File: config.mk
export PLATFORM = sky130hd
export DESIGN_NAME = regfile_wr_arbiter
export DESIGN_NICKNAME = d
export VERILOG_FILES = /design/src/rtl/regfile_pkg.sv /design/src/rtl/rr_arb2.sv /design/src/rtl/regfile_wr_arbiter.sv
export SDC_FILE = /design/constraint.sdc
export NUM_CORES = 1
export LEC_CHECK = 0
export ABC_AREA = 1
export BUFFER_PORTS_ARGS = -buffer_cell sky130_fd_sc_hd__buf_2
export CORE_AREA = 2 2 112 114
export DETAILED_ROUTE_END_ITERATION = 10
export DIE_AREA = 0 0 114 116
export GPL_TIMING_DRIVEN = 0
export HOLD_SLACK_MARGIN = 0.1
export PLACE_DENSITY = 0.69
export SLEW_MARGIN = 25
export SYNTH_ARGS = -nofsm -noshare
export SYNTH_HDL_FRONTEND = slang
export SYNTH_SLANG_ARGS = --single-unit
File: constraint.sdc
create_clock -name clk -period 1.4 [get_ports clk]
set_input_delay 0.07 -clock clk [delete_from_list [all_inputs] [get_ports clk]]
set_output_delay 0.07 -clock clk [all_outputs]
set_load 0.02 [all_outputs]
File: src/rtl/regfile_pkg.sv
// Shared constants and the write-request bundle for the regfile writeback path.
// XZR (register 31) reads as zero, so writes to it are accepted and dropped.
package regfile_pkg;
   localparam int           DATA_W   = 64;
   localparam int           NUM_REGS = 32;
   localparam logic [4:0]   REG_XZR  = 5'd31;

   typedef struct packed {
      logic [4:0]        addr;
      logic [DATA_W-1:0] data;
   } wr_req_t;
endpackage

File: src/rtl/rr_arb2.sv
// Two-input round-robin grant, combinational from valid/stall and the last-granted flop.
// Latency: grant is same-cycle; backpressure: stall or reset low suppresses every grant.
module rr_arb2
   import regfile_pkg::*;
(
   input  logic       clk,
   input  logic       reset,
   input  logic       i_stall,
   input  logic [1:0] i_valid,
   output logic [1:0] o_grant
);
   logic       r_last;
   logic [1:0] w_grant;

   always_comb begin
      w_grant = 2'b00;
      if (reset && !i_stall) begin
         case (i_valid)
            2'b01:   w_grant = 2'b01;
            2'b10:   w_grant = 2'b10;
            2'b11:   w_grant = r_last ? 2'b01 : 2'b10;
            default: w_grant = 2'b00;
         endcase
      end
   end

   // Reset value 1 lets requester 0 win the first contested cycle.
   always_ff @(posedge clk or negedge reset) begin
      if (!reset)
         r_last <= 1'b1;
      else if (w_grant[1])
         r_last <= 1'b1;
      else if (w_grant[0])
         r_last <= 1'b0;
   end

   assign o_grant = w_grant;
endmodule

File: src/rtl/regfile_wr_arbiter.sv
// Arbitrates two writeback requesters onto the single regfile write port, with a bypass.
// Latency: grant at edge k drives we3 in cycle k+1; backpressure only via stall (port drains every cycle).
module regfile_wr_arbiter
   import regfile_pkg::*;
#(
   parameter int N = DATA_W
) (
   input  logic         clk,
   input  logic         reset,
   input  logic         stall,
   input  logic         req0_valid,
   input  logic [4:0]   req0_addr,
   input  logic [N-1:0] req0_data,
   output logic         req0_ready,
   input  logic         req1_valid,
   input  logic [4:0]   req1_addr,
   input  logic [N-1:0] req1_data,
   output logic         req1_ready,
   input  logic [4:0]   ra1,
   input  logic [4:0]   ra2,
   output logic         byp1,
   output logic         byp2,
   output logic [N-1:0] byp_data,
   output logic         we3,
   output logic [4:0]   wa3,
   output logic [N-1:0] wd3
);
   logic [1:0]  w_grant;
   wr_req_t     w_req0;
   wr_req_t     w_req1;
   wr_req_t     w_sel;
   logic        r_we3;
   logic [4:0]  r_wa3;
   logic [N-1:0] r_wd3;

   rr_arb2 u_arb (
      .clk     (clk),
      .reset   (reset),
      .i_stall (stall),
      .i_valid ({req1_valid, req0_valid}),
      .o_grant (w_grant)
   );

   assign req0_ready = w_grant[0];
   assign req1_ready = w_grant[1];

   assign w_req0 = '{addr: req0_addr, data: req0_data};
   assign w_req1 = '{addr: req1_addr, data: req1_data};
   assign w_sel  = w_grant[1] ? w_req1 : w_req0;

   // wa3/wd3 hold when idle; only we3 is cleared, so a dropped XZR write still lands in wa3.
   always_ff @(posedge clk or negedge reset) begin
      if (!reset) begin
         r_we3 <= 1'b0;
         r_wa3 <= 5'd0;
         r_wd3 <= '0;
      end else if (|w_grant) begin
         r_we3 <= (w_sel.addr != REG_XZR);
         r_wa3 <= w_sel.addr;
         r_wd3 <= w_sel.data;
      end else begin
         r_we3 <= 1'b0;
      end
   end

   assign we3      = r_we3;
   assign wa3      = r_wa3;
   assign wd3      = r_wd3;
   assign byp_data = r_wd3;
   assign byp1     = r_we3 && (r_wa3 == ra1) && (ra1 != REG_XZR);
   assign byp2     = r_we3 && (r_wa3 == ra2) && (ra2 != REG_XZR);
endmodule

Word-level counts from Yosys, hierarchy flattened:

Index checks and enable logic that the tools add are counted.

* bits in registers: 71
* bits in latches: 0
* memory bits (writable): 0
* ROM bits: 0
* input port bits: 153
* output and inout bits: 138
* word-level logic and storage cells: 27
* memories kept: 0

* $add $sub $neg: 0
* multipliers: 0
* div/mod/pow operators: 0
* order comparisons: 0
* equality and inequality tests: 8
* shifts and indexed selects: 0
* mux-type cells: 7
* bitwise logic cells: 0
* reduce and logical (&&, ||, !) cells: 8

Operators with widths (count)
* $mux 69: 1
* $ne 5x5->1 const B: 3
* $eq 5x5->1: 2
* $pmux 2 s3: 1
* $logic_and 1x1->1: 5
* $eq 2x2->1 const B: 2
* $mux 2: 2
* $mux 1: 3
* $eq 2x1->1 const B: 1
* $reduce_bool 2->1: 1
* $reduce_or 2->1: 1
* $logic_not 1->1: 1

Depth between registers and ports, before layout:

* word-level depth: 6
* depth in mapped cells: 9
* gate-level depth less buffers: 8

Hierarchy:

A second synthesis with hierarchy kept.

* cells, all modules: 515
* area total of the unflattened synthesis: 3950.0 um2

By module, submodules not included
* regfile_wr_arbiter: instances 1, cells each 505, area an instance 3876.2 um2, sequential area each 1751.7 um2
* rr_arb2: instances 1, cells each 10, area an instance 73.8 um2, sequential area each 26.3 um2

Worst setup path before layout:

No wires, ideal clock.

* kind: register -> register
* start point: register u_arb.r_last
* end point: register r_wd3[37], in the netlist byp_data[37]
* setup time: 0.122 ns
* arrival time: 1.258 ns
* data required time: 1.278 ns
* setup slack: 0.020 ns
* stages on the path, launching flop included: 8
* path buffers: 2
* period minus slack after synthesis: 1.380 ns
* cell sequence: dfstp_2 > nand2_1 > nand4_2 > inv_2 > buf_6 > buf_4 > o21ai_1 > o21ai_1

* longest elaborated chain between the ends: 4
* elaborated cells on any way between the ends: 5
* classes of those cells: 4 x mux; 1 x reduce/logical

RTL lines
* start: declaration: RTL line rr_arb2.sv:12 `logic r_last;`
* start signal: assignment: RTL line rr_arb2.sv:30 `r_last <= 1'b1;`
* start signal: assignment: RTL line rr_arb2.sv:32 `r_last <= 1'b1;`
* start signal: assignment: RTL line rr_arb2.sv:34 `r_last <= 1'b0;`
* $mux 2 *: RTL line rr_arb2.sv:21 `2'b11: w_grant = r_last ? 2'b01 : 2'b10;`
* $pmux 2 s3 *: RTL line rr_arb2.sv:18 `case (i_valid)`
* $mux 2 *: RTL line rr_arb2.sv:17 `if (reset && !i_stall) begin`
* via req1_ready: RTL line regfile_wr_arbiter.sv:18 `output logic req1_ready,`
* $mux 69 / $reduce_or 2->1 (equally long branches): RTL line regfile_wr_arbiter.sv:49, regfile_wr_arbiter.sv:57
* end signal: assignment: RTL line regfile_wr_arbiter.sv:60 `r_wd3 <= w_sel.data;`
* end: declaration: RTL line regfile_wr_arbiter.sv:34 `logic [N-1:0] r_wd3;`

Mark *: on every way through the listed nets, which the timed path passes. The rest lies on a longest branch.
A chain may end at the register's enable or synchronous reset.

Final worst setup path:

* start point: register u_arb.r_last
* end point: register r_wd3[36], in the netlist byp_data[36]

* longest elaborated chain between the ends: 4
* elaborated cells on any way between the ends: 5
* classes of those cells: 4 x mux; 1 x reduce/logical

RTL lines (RTL line)
* $mux 2 *: rr_arb2.sv:21
* $pmux 2 s3 *: rr_arb2.sv:18
* $mux 2 *: rr_arb2.sv:17
* $mux 69 / $reduce_or 2->1 (equally long branches): regfile_wr_arbiter.sv:49, regfile_wr_arbiter.sv:57

Every way passes the cells marked *; elsewhere a longest branch is shown, timed or not.

==> metrics.csv <==
stage,metric,value,unit
run_status,status,finished with violations,
run_status,failing checks,negative setup slack,
final_layout,Layout area overhead,105,%
synth,Synth top area share,0.451,
sta,Period minus WS final,1.54,ns
placed_design,# port buffers,290,
global_routing,vias in the first global route,5237,
run,Max Cap Violations,0,
critical_path,crit path launch type,flop,
global_routing,first-pass GRT wire length,26000,um
routing,routed via count,5219,
final_layout,"commonest non-fill, non-tap cell in the layout",buf_2,
global_routing,met3 track demand over resource,0.0539,
global_routing,total gr overflow,0,
clock_tree,CTS tree,done,
sta,Setup WS post-layout,-0.143,ns
synth,top area cells in the synthesized netlist,"dfrtp_1 (45%), buf_4 (13%), o21ai_1 (10%), nand2_1 (8.4%), o21ai_0 (7.6%)",
global_routing,antenna violations before repair,0,
synth,synthesized area,3880,um^2
clock_tree,CTS root buf,clkbuf_16,
clock_tree,H-tree depth,3,
placed_design,Final Wtd Congestion,0.849,
sta,endpoints failing hold,0,
routing,drt drc,0,
synth,Yosys cell types,24,
final_layout,Final Cell Area,7940,um^2
synth,post-synthesis sequential area ratio,0.458,
pwr,Leak,4.13,nW
sta,Clock Skews,0.00558,ns
critical_path,peak fanout along the critical path,5,
worst_hold_path,HP Class,input pin to flop,
critical_path,Critical Path End Type,flop,
routing,Final ANT Viol Nets,0,
routing,WL per Instance,15.8,um
final_layout,layout cell share with drive strength beyond 1,0.509,
sta,Max Slew Vio Count,0,
routing,Pre-antenna DRT Iters,5,
clock_tree,clock-pin slew on the worst setup and hold paths,0.06,ns
floorplan,Die Wd,114,um
sta,worst rel slew slack,0.465,
clock_tree,clock sink count,71,
critical_path,CP arrival,1.74,ns
clock_tree,Max clock buf depth,2,
synth,#FFs+latches synth,71,
synth,Syn Nets,646,
pwr,maximum VDD drop,0.000726,V
routing,DR vias/cell,4.71,
placed_design,placed cell areas,5540,um^2
floorplan,Cell Rows,40,
critical_path,crit path kind,flop to flop,
floorplan,Starting Density,0.326,
global_routing,gr busiest metal,met2,
routing,1st-iter DRT viols,324,
floorplan,core area,11900,um^2
routing,drt total wl,17400,um
placed_design,Detail Placement HPWL,10100,um
global_routing,met2 Use GR,0.458,
sta,period utilization,1.10,
critical_path,Worst EP required,1.60,ns
synth,Mapped Avg Cell Area,7.87,um^2
floorplan,DIE AREA,13200,um^2
clock_tree,TritonCTS Buffers,9,
global_routing,met1 usage,0.281,
sta,fmax,648,MHz
floorplan,Die Y-Extent,116,um
synth,post-synthesis cell count,493,
pwr,PD cells,1120,nW/um^2
sta,Final setup viols,34,
final_layout,fin nets,1107,
clock_tree,Skew-Pair Late Insertion Delay,0.32,ns
pwr,Tot Pwr,8.88,mW
synth,largest area contributor in the netlist,dfrtp_1,
final_layout,post-layout util,0.667,
final_layout,most frequent cells in the layout,"buf_2 (290), dlygate4sd3_1 (136), buf_4 (85)",
floorplan,I/O Pins,291,
sta,Slew @ Worst Pin,0.800,ns
global_routing,GRT Overall Usage,0.250,
synth,YS warnings,0,
global_routing,pin count of the biggest net entering global routing,36,
sta,RSZ-0062 raised after global routing,true,
==> sequential cells by signal, summed over array words and instances (netlist names) <==
register      cells
u_arb.r_last      1
byp_data         64
wa3               5
we3               1
==> stage by stage <==
stage | setup TNS (ns) | cells | hold WS, ns | setup slack, ns
floorplan | 0 | 493 | -0.226 | 0.0200
global placement | -119.44 | 930 | 0.327 | -1.53
detailed placement | -48.74 | 931 | 0.0648 | -0.755
CTS | -2.92 | 1101 | 0.113 | -0.174
global route | -6.21 | 1106 | 0.137 | -0.206
finish | -2.38 | 1107 | 0.109 | -0.143
==> cell type report <==
| type | instances | area, um^2 |
|---|---|---|
| fill | 893 | 3970 |
| timing repair buffer | 451 | 3160 |
| sequential | 71 | 1780 |
| multi-input combinational | 318 | 1690 |
| buffer | 92 | 754 |
| clock buffer | 11 | 243 |
| tap | 147 | 184 |
| clock inverter | 5 | 81.3 |
| inverter | 11 | 43.8 |
| antenna | 1 | 2.50 |
==> cells by family after synthesis <==
kind of cell    share of synthesized area
simple gates                        0.174
xor+xnor                          0.00677
buf+inv                             0.173
compound gates                      0.188
flops                               0.458
==> final timing paths <==
path	startpoint	cells after the start	endpoint	slack [ns]
max in group asynchronous	reset	5	byp_data[15]$_DFFE_PN0P_	0.24
worst min-delay path	req0_addr[3]	5	wa3[3]$_DFFE_PN0P_	0.11
min in group asynchronous	reset	5	u_arb.r_last$_DFFE_PN1P_	0.53
worst max-delay path	u_arb.r_last$_DFFE_PN1P_	8	byp_data[36]$_DFFE_PN0P_	-0.14
worst min register to register	byp_data[24]$_DFFE_PN0P_	2	byp_data[24]$_DFFE_PN0P_	0.52
worst max register to register	u_arb.r_last$_DFFE_PN1P_	8	byp_data[36]$_DFFE_PN0P_	-0.14
==> metal layers <==
metal | vias up | share of wire
li1 | 2480 | -
met4 | 0 | 0.025
met1 | 2411 | 0.38
met5 | - | 0
met2 | 293 | 0.53
met3 | 35 | 0.074
==> worst max-delay path, cell delays in order (launching register included) <==
cell and delay, ns:
dfstp_2 0.56, nand2_4 0.06, nand4_4 0.10, inv_4 0.05, buf_12 0.13, buf_4 0.15
clkbuf_16 0.15, o21ai_2 0.13, o21ai_1 0.09
==> what timing repair did <==
item                       4_1_cts  5_1_grt
setup endpoints to repair       75       73
hold endpoints to repair       138        0
cloned                           2        2
buffers inserted                13        4
hold buffers                   139        0
resized for setup              115       64
pin swaps                        6       10
==> Yosys cell counts <==
master / count
buf_4: 68
buf_6: 1
nor2_4: 1
a31oi_1: 1
a21boi_0: 1
inv_1: 9
a21oi_1: 3
nand4_1: 4
inv_2: 2
nand3_1: 3
buf_2: 14
o21ai_0: 59
nand4_2: 1
xor2_1: 3
o21ai_1: 78
nand2_2: 1
dfrtp_1: 70
o2111ai_1: 1
dfstp_2: 1
nor2_1: 73
nor3_1: 1
nand2_1: 87
clkbuf_1: 10
o22ai_1: 1
==> power breakdown <==
group          total [mW]  switching [mW]  leakage (nW)  internal, mW
Combinational        3.61            1.95          3.10          1.66
Clock                2.50           0.886         0.156          1.61
Sequential           2.77           0.352         0.873          2.42
Note: power is estimated with default switching activity, not from simulation.
